[config.mk]
export PLATFORM = sky130hd
export DESIGN_NAME = sseg_scan_mux
export DESIGN_NICKNAME = d
export VERILOG_FILES = /design/src/rtl/sseg_scan_mux.sv
export SDC_FILE = /design/constraint.sdc
export NUM_CORES = 1
export LEC_CHECK = 0
export CAP_MARGIN = 0
export CORE_UTILIZATION = 40
export CTS_CLUSTER_SIZE = 8
export DETAILED_ROUTE_END_ITERATION = 7
export RECOVER_POWER = 25
export SETUP_SLACK_MARGIN = 0.15
export SYNTH_ARGS = -nofsm -noshare
export SYNTH_HDL_FRONTEND = slang
export SYNTH_SLANG_ARGS = --single-unit
[constraint.sdc]
create_clock -name clk -period 6.25 [get_ports clk]
set_input_delay 1.5625 -clock clk [delete_from_list [all_inputs] [get_ports clk]]
set_output_delay 1.5625 -clock clk [all_outputs]
set_load 0.01 [all_outputs]
[src/rtl/sseg_scan_mux.sv]
// sseg_scan_mux
// Time-multiplexed driver for a 3-digit, common-enable, active-low
// 7-segment display. The three digit codes and decimal points are
// snapshotted once per frame and shown one digit per slot, rightmost
// first. Each slot starts with a blanking interval so the segment bus
// can settle before the next enable turns on.
//
// Optional build macro:
//   LZB_EN - leading-zero blanking on the two left digits. When it is
//            undefined every digit is decoded and zeros are shown.

module sseg_scan_mux #(
  parameter int SCAN_DIV  = 50000,
  parameter int BLANK_CYC = 64,
  parameter int CNT_W     = 16
) (
  input  logic       clk,
  input  logic       rst_n,
  input  logic [3:0] digit0,
  input  logic [3:0] digit1,
  input  logic [3:0] digit2,
  input  logic [2:0] dp_in,
  output logic [7:0] seg_n,
  output logic [2:0] en_n,
  output logic       frame_tick
);

  // Slot phase encoding: the enable is held off during BLANK and the
  // selected digit is driven during SHOW.
  localparam logic [0:0] ST_BLANK = 1'b0;
  localparam logic [0:0] ST_SHOW  = 1'b1;

  localparam logic [CNT_W-1:0] CNT_LAST  = CNT_W'(SCAN_DIV - 1);
  localparam logic [CNT_W-1:0] CNT_ONE   = CNT_W'(1);
  localparam logic [CNT_W-1:0] BLANK_LIM = CNT_W'(BLANK_CYC);
  localparam bit               HAS_BLANK = (BLANK_CYC > 0);

  localparam logic [1:0] IDX_RIGHT = 2'd0;
  localparam logic [1:0] IDX_MID   = 2'd1;
  localparam logic [1:0] IDX_LEFT  = 2'd2;

  // Segment pattern {A,B,C,D,E,F,G}, active-low, for one digit code.
  // Codes above 9 show a dash so a bad upstream value is visible.
  function automatic logic [6:0] decode7(input logic [3:0] code);
    logic [6:0] pat;
    case (code)
      4'd0:    pat = 7'b0000001;
      4'd1:    pat = 7'b1001111;
      4'd2:    pat = 7'b0010010;
      4'd3:    pat = 7'b0000110;
      4'd4:    pat = 7'b1001100;
      4'd5:    pat = 7'b0100100;
      4'd6:    pat = 7'b0100000;
      4'd7:    pat = 7'b0001111;
      4'd8:    pat = 7'b0000000;
      4'd9:    pat = 7'b0001100;
      default: pat = 7'b1111110;
    endcase
    return pat;
  endfunction

  logic [CNT_W-1:0] cnt_q, cnt_d;
  logic [1:0]       idx_q, idx_d;
  logic [3:0]       sh0_q, sh1_q, sh2_q;
  logic [3:0]       sh0_d, sh1_d, sh2_d;
  logic [2:0]       shdp_q, shdp_d;
  logic [7:0]       seg_q, seg_d;
  logic [2:0]       en_q, en_d;
  logic             tick_q, tick_d;

  logic             wrap;
  logic             snap;
  logic [0:0]       phase_d;
  logic [3:0]       sel_code;
  logic             sel_dp;
  logic             blank_lead;

  // Slot counter and digit index; the index only moves when a slot ends,
  // and the frame boundary is the slot end of the leftmost digit.
  always_comb begin
    wrap  = (cnt_q == CNT_LAST);
    snap  = wrap && (idx_q == IDX_LEFT);
    cnt_d = wrap ? '0 : (cnt_q + CNT_ONE);
    idx_d = idx_q;
    if (wrap) begin
      case (idx_q)
        IDX_RIGHT: idx_d = IDX_MID;
        IDX_MID:   idx_d = IDX_LEFT;
        default:   idx_d = IDX_RIGHT;
      endcase
    end
  end

  // Shadow copies of the inputs change only at the frame boundary, so a
  // frame never mixes digits from two different input values.
  always_comb begin
    sh0_d  = sh0_q;
    sh1_d  = sh1_q;
    sh2_d  = sh2_q;
    shdp_d = shdp_q;
    if (snap) begin
      sh0_d  = digit0;
      sh1_d  = digit1;
      sh2_d  = digit2;
      shdp_d = dp_in;
    end
  end

  // Select the digit belonging to the upcoming slot from the next-state
  // shadows so the first slot of a frame already uses the new snapshot.
  always_comb begin
    sel_code = sh0_d;
    sel_dp   = shdp_d[0];
    case (idx_d)
      IDX_MID: begin
        sel_code = sh1_d;
        sel_dp   = shdp_d[1];
      end
      IDX_LEFT: begin
        sel_code = sh2_d;
        sel_dp   = shdp_d[2];
      end
      default: begin
        sel_code = sh0_d;
        sel_dp   = shdp_d[0];
      end
    endcase
  end

  // Leading-zero suppression: a left digit goes dark when it and every
  // digit to its left are zero with no decimal point; the rightmost
  // digit always shows so a value of zero is still readable.
`ifdef LZB_EN
  always_comb begin
    blank_lead = 1'b0;
    if (idx_d == IDX_LEFT) begin
      blank_lead = (sh2_d == 4'd0) && !shdp_d[2];
    end else if (idx_d == IDX_MID) begin
      blank_lead = (sh2_d == 4'd0) && (sh1_d == 4'd0) &&
                   !shdp_d[2] && !shdp_d[1];
    end
  end
`else
  always_comb begin
    blank_lead = 1'b0;
  end
`endif

  // Output next-state: blank at the start of each slot, then one enable
  // low with the decoded segments. Everything is derived from the same
  // next-state counter and index, so enables can never overlap.
  always_comb begin
    phase_d = ST_SHOW;
    if (HAS_BLANK && (cnt_d < BLANK_LIM)) begin
      phase_d = ST_BLANK;
    end
    seg_d  = 8'hFF;
    en_d   = 3'b111;
    tick_d = snap;
    if (phase_d == ST_SHOW) begin
      case (idx_d)
        IDX_RIGHT: en_d = 3'b110;
        IDX_MID:   en_d = 3'b101;
        IDX_LEFT:  en_d = 3'b011;
        default:   en_d = 3'b111;
      endcase
      if (blank_lead) begin
        seg_d = 8'hFF;
      end else begin
        seg_d = {decode7(sel_code), ~sel_dp};
      end
    end
  end

  // Scan position registers.
  always_ff @(posedge clk or negedge rst_n) begin
    if (!rst_n) begin
      cnt_q <= '0;
      idx_q <= IDX_RIGHT;
    end else begin
      cnt_q <= cnt_d;
      idx_q <= idx_d;
    end
  end

  // Shadow digit and decimal-point registers.
  always_ff @(posedge clk or negedge rst_n) begin
    if (!rst_n) begin
      sh0_q  <= 4'd0;
      sh1_q  <= 4'd0;
      sh2_q  <= 4'd0;
      shdp_q <= 3'b000;
    end else begin
      sh0_q  <= sh0_d;
      sh1_q  <= sh1_d;
      sh2_q  <= sh2_d;
      shdp_q <= shdp_d;
    end
  end

  // Registered display outputs; reset blanks the display at once.
  always_ff @(posedge clk or negedge rst_n) begin
    if (!rst_n) begin
      seg_q  <= 8'hFF;
      en_q   <= 3'b111;
      tick_q <= 1'b0;
    end else begin
      seg_q  <= seg_d;
      en_q   <= en_d;
      tick_q <= tick_d;
    end
  end

  assign seg_n      = seg_q;
  assign en_n       = en_q;
  assign frame_tick = tick_q;

endmodule

# Word level (Yosys, flattened, before mapping)
# Memories as Yosys holds them, arrays and structs flattened.
# Cells that the tools add are included.
# Widths: inputs -> output; s select.
op_classes:
  add_sub_neg: 1
  magnitude_cmp: 1
  eq_ne: 5
  mux: 12
  bitwise_logic: 1
  reduce_logical: 3
ops:
  columns: ["op", "n"]
  rows:
  - ["$add 16x1->16 const B", 1]
  - ["$eq 16x16->1 const B", 1]
  - ["$lt 16x7->1 const B", 1]
  - ["$mux 16", 1]
  - ["$mux 4", 3]
  - ["$pmux 3 s3", 1]
  - ["$mux 8", 1]
  - ["$pmux 4 s2", 1]
  - ["$mux 3", 2]
  - ["$eq 2x1->1 const B", 2]
  - ["$eq 2x2->1 const B", 2]
  - ["$logic_not 2->1", 2]
  - ["$pmux 2 s2", 1]
  - ["$mux 2", 1]
  - ["$pmux 1 s2", 1]
  - ["$logic_and 1x1->1", 1]
  - ["$not 1->1", 1]
word_totals:
  regBits: 45
  romBits: 112
  in_bits: 17
  out_inout_bits: 12
  wordCells: 33
  n_memories: 1
mem_list:
  columns: ["memory", "words", "word_bits", "rd", "rd_clocked_by_memory_dff", "wr", "line_no", "rtl"]
  rows:
  - ["(name not given)", 16, 7, 1, 0, 0, "46", "case (code)"]

# Logic depth before layout (Yosys ltp)
depth:
  word_depth: 7
  depth_mapped: 18
  ltp_nobuf: 15

# Least setup slack after synthesis
# No wires, ideal clock.
synth_path:
  path_type: "reg-to-reg"
  start: "register cnt_q[0]"
  end: "register seg_q[3] (netlist: seg_n[3])"
  setup_ns: 0.081
  arrival_ns: 3.024
  required_ns: 6.169
  slack_ns: 3.146
  path_stages_with_launch: 15
  n_path_buf: 4
  period_less_slack_ns: 3.104
  path_cell_list: "dfrtp_1 ha_1 and3_1 buf_2 nand4_2 buf_6 buf_2 o31a_1 ha_1 buf_4 nand2_1 a21oi_1 nor3_4 mux2_1 a32oi_1"
synth_via:
  elab_chain_cells: 6
  elab_cells_between_ends: 14
  cone_classes: "add/sub: 1; order compare: 1; eq/ne: 3; mux: 7; reduce/logical: 1; memory: 1"
synth_lines:
  columns: ["item", "line_no", "rtl"]
  rows:
  - ["from (decl)", "62", "logic [CNT_W-1:0] cnt_q, cnt_d;"]
  - ["from (signal assigned)", "181", "cnt_q <= cnt_d;"]
  - ["branches (longest 5 deep; another with $add 16x1->16)", null, null]
  - ["$mux 8 (*)", "160", "if (phase_d == ST_SHOW) begin"]
  - ["net seg_d[3]", "67", "logic [7:0] seg_q, seg_d;"]
  - ["to (signal assigned)", "208", "seg_q <= seg_d;"]
  - ["to (decl)", "67", null]
# Mark *: on every way through the listed nets, which the timed path passes.

# Worst setup path in the final report
# Same ends and word-level chain as after synthesis.

==> insert_results.sql <==
INSERT INTO impl_metrics (metric_group, metric, value, unit) VALUES
('yosys', 'netlist-cell-type-count', '57', ''),
('yosys', 'ys.warnings.count', '0', ''),
('layout', 'final.fill_count', '565', ''),
('critical_path', 'startpoint_type', 'flip-flop', ''),
('global_routing', 'grt_first_pass_wirelength', '8380', 'um'),
('drt', 'ant_nets', '0', ''),
('floorplanning', 'num_io_pins', '29', ''),
('drt', 'routed_wl', '4990', 'um'),
('global_routing', 'vias_in_the_first_global_route', '1757', ''),
('critical_path', 'worstSetupPathType', 'reg2reg', ''),
('drt', 'wl_per_cell', '14.8', 'um'),
('floorplanning', 'floorplan.die_area', '6590', 'um^2'),
('clocking', 'worst_case_clock_buffer_depth', '2', ''),
('yosys', 'synth_seq_area_share', '45.5', '%'),
('timing', 'fin_tns_setup', '0', 'ns'),
('drt', 'detail_route.first_pass.iterations', '4', ''),
('critical_path', 'critical-path-top-cell-by-count', 'sky130_fd_sc_hd__ha_1', ''),
('global_routing', 'gr-usage-met3', '3.82', '%'),
('layout', 'multiInputGateArea', '1240', 'um^2'),
('timing', 'post-route-min-period', '4.12', 'ns'),
('layout', 'insertedDiodeCount', '0', ''),
('timing', 'fin_crit_sh', '65.9', '%'),
('critical_path', 'worstPathArrival', '4.34', 'ns'),
('yosys', 'dominant_register_cell_in_the_synthesized_netlist', 'sky130_fd_sc_hd__dfrtp_1', ''),
('yosys', 'edff_count_synth', '0', ''),
('timing', 'rsz_0062_raised_after_global_routing', 'no', ''),
('critical_path', 'cp_data_required_time', '6.47', 'ns'),
('drt', 'dr.first_iter.drc_count', '56', ''),
('yosys', 'syn-cell-area', '2510', 'um^2'),
('drt', 'viasPerCell', '5.36', ''),
('place', 'io_buffer_count', '28', ''),
('clocking', 'htree_num_levels', '2', ''),
('layout', 'finalInstanceArea', '2860', 'um^2'),
('global_routing', 'grt_overflow_total', '0', ''),
('yosys', 'synth_async_sr_flop_share', '100', '%'),
('clocking', 'cts.clk_slew.worst_paths', '0.09', 'ns'),
('clocking', 'cts_resized', '0', ''),
('timing', 'max_slew_margin', '-60.0', '%'),
('place', 'gp_routability_congestion', '0.763', ''),
('critical_path', 'sort_of_element_at_the_end_of_the_critical_path', 'flip-flop', ''),
('run', 'drv.max_cap_violation_count', '1', ''),
('power_and_ir_drop', 'powerDensity', '171', 'nW/um^2'),
('critical_path', 'critPathMaxFanout', '21', ''),
('clocking', 'cts_inserted_buffers', '5', ''),
('floorplanning', 'die_h', '81.2', 'um'),
('layout', 'register_area', '1140', 'um^2'),
('power_and_ir_drop', 'cell_leakage_power', '1.12', 'nW'),
('clocking', 'cts_tree', 'built', ''),
('drt', 'drc_violation_count_after_routing', '0', ''),
('yosys', 'avgSynthCellArea', '10.5', 'um^2'),
('floorplanning', 'initial_util', '41.8', '%'),
('layout', 'drive_above_1_share', '14.1', '%'),
('power_and_ir_drop', 'worst_voltage_drop_across_the_vdd_grid', '0.106', 'mV'),
('timing', 'finalSetupViolations', '0', ''),
('global_routing', 'globalRouteMet2Util', '25.5', '%'),
('critical_path', 'critical-path-slowest-cell', 'sky130_fd_sc_hd__nand4_1', ''),
('clocking', 'holdBufCountCts', '0', ''),
('status', 'status', 'complete, but fails checks', ''),
('timing', 'hold_viol_final', '0', ''),
('timing', 'max_slew.worst_pin.slew', '2.40', 'ns'),
('clocking', 'cts.sinks', '45', ''),
('floorplanning', 'floorplan.rows', '28', ''),
('drt', 'vias', '1808', ''),
('timing', 'timing.final.max_slew_violations', '46', ''),
('global_routing', 'pin_count_of_the_biggest_net_entering_global_routing', '46', ''),
('global_routing', 'top_usage_layer', 'met2', ''),
('clocking', 'post_cts.repair.setup_buffers', '0', ''),
('worst_hold_path', 'holdCritPathClass', 'reg2reg', ''),
('yosys', 'syn_inst', '239', ''),
('global_routing', 'grt_usage', '17.2', '%'),
('status', 'failed_checks', 'capacitance limit, slew limit', '');
==> worst paths after layout <==
check                              startpoint                   to  slack (ns)  cells past startpoint
max reg2reg                cnt_q[0]$_DFF_PN0_   seg_n[3]$_DFF_PN1_        2.13                      9
min in group asynchronous               rst_n   cnt_q[3]$_DFF_PN0_        1.98                      1
min reg2reg                cnt_q[0]$_DFF_PN0_   cnt_q[0]$_DFF_PN0_        0.48                      1
max in group asynchronous               rst_n  cnt_q[15]$_DFF_PN0_        2.91                      1
min                        cnt_q[0]$_DFF_PN0_   cnt_q[0]$_DFF_PN0_        0.48                      1
max                        cnt_q[0]$_DFF_PN0_   seg_n[3]$_DFF_PN1_        2.13                      9
==> final cells by class <==
type                            count  share of cell area, %
Multi-Input combinational cell    174                   43.3
Sequential cell                    45                   39.9
Timing Repair Buffer               28                   9.58
Tap cell                           75                   3.28
Clock buffer                        5                   2.41
Inverter                            7                  0.919
Clock inverter                      3                  0.613
==> critical path: cells and delay by family (launching register included) <==
family | cells | cell delay (ns)
simple gates | 3 | 1.51
compound gates | 3 | 0.91
fa+ha+maj | 2 | 0.85
mux | 1 | 0.37
flops | 1 | 0.39
==> logic make-up (layout without fill, tap and decap cells) <==
family,count (synthesis),after routing,share of synthesized area [%]
AOI/OAI and AO/OA,54,54,16.3
xor gates and xnor gates,12,12,4.19
adders and majority gates,10,10,4.99
buffers and inverters,20,43,4.54
DFF,45,45,45.5
muxes,9,9,3.79
and+or+nand+nor,89,89,20.7
==> where the power goes <==
group          leakage, nW  internal [W]  switching, W  total (W)
clock network       0.0439     0.0000773      0.000105   0.000182
registers            0.524      0.000291             0   0.000291
logic                0.547    0.00000840    0.00000734  0.0000157
==> stage by stage <==
stage               utilization, %  std cells  setup WS [ns]  hold slack, ns  power, W
finish                        47.7        337           2.13           0.478  0.000489
global route                  47.7        337           1.80           0.499  0.000508
floorplan                        -        239           3.15           0.442  0.000297
detailed placement            46.5        329           2.50           0.467  0.000314
CTS                           48.0        337           2.47           0.478  0.000497
global placement              46.5        329           2.59           0.458  0.000313
==> metal layers <==
| layer | vias up | routed length, um |
|---|---|---|
| met2 | 26 | 2230 |
| met1 | 884 | 2540 |
| met3 | 6 | 145 |
| li1 | 892 | - |
| met4 | 0 | 74 |
| met5 | - | 0 |
==> cells in the mapped netlist, types with 3 or more instances <==
| cell type | n | area (um^2) |
|---|---|---|
| sky130_fd_sc_hd__nor2_1 | 13 | 48.8 |
| sky130_fd_sc_hd__o21a_1 | 3 | 22.5 |
| sky130_fd_sc_hd__nand3_1 | 13 | 65.1 |
| sky130_fd_sc_hd__ha_1 | 10 | 125 |
| sky130_fd_sc_hd__nand2_1 | 27 | 101 |
| sky130_fd_sc_hd__and3_1 | 4 | 25.0 |
| sky130_fd_sc_hd__o21ai_1 | 8 | 40.0 |
| sky130_fd_sc_hd__a32oi_1 | 4 | 35.0 |
| sky130_fd_sc_hd__xnor2_1 | 5 | 43.8 |
| sky130_fd_sc_hd__a21oi_1 | 8 | 40.0 |
| sky130_fd_sc_hd__and2_1 | 5 | 31.3 |
| sky130_fd_sc_hd__buf_2 | 7 | 35.0 |
| sky130_fd_sc_hd__xor2_1 | 7 | 61.3 |
| sky130_fd_sc_hd__o21ai_0 | 8 | 40.0 |
| sky130_fd_sc_hd__dfstp_2 | 11 | 289 |
| sky130_fd_sc_hd__buf_6 | 3 | 33.8 |
| sky130_fd_sc_hd__nand4_1 | 3 | 18.8 |
| sky130_fd_sc_hd__nor3_1 | 3 | 15.0 |
| sky130_fd_sc_hd__a21o_1 | 4 | 30.0 |
| sky130_fd_sc_hd__mux2i_1 | 5 | 50.1 |
| sky130_fd_sc_hd__a211oi_2 | 3 | 37.5 |
| sky130_fd_sc_hd__inv_1 | 6 | 22.5 |
| sky130_fd_sc_hd__dfrtp_1 | 34 | 851 |
==> sequential cells by signal, summed over array words and instances, names as in the netlist <==
signal / count
en_n: 3
sh0_q: 4
seg_n: 8
idx_q: 2
sh1_q: 4
sh2_q: 4
frame_tick: 1
cnt_q: 16
shdp_q: 3
No activity file was read; power rests on OpenSTA's default activity.
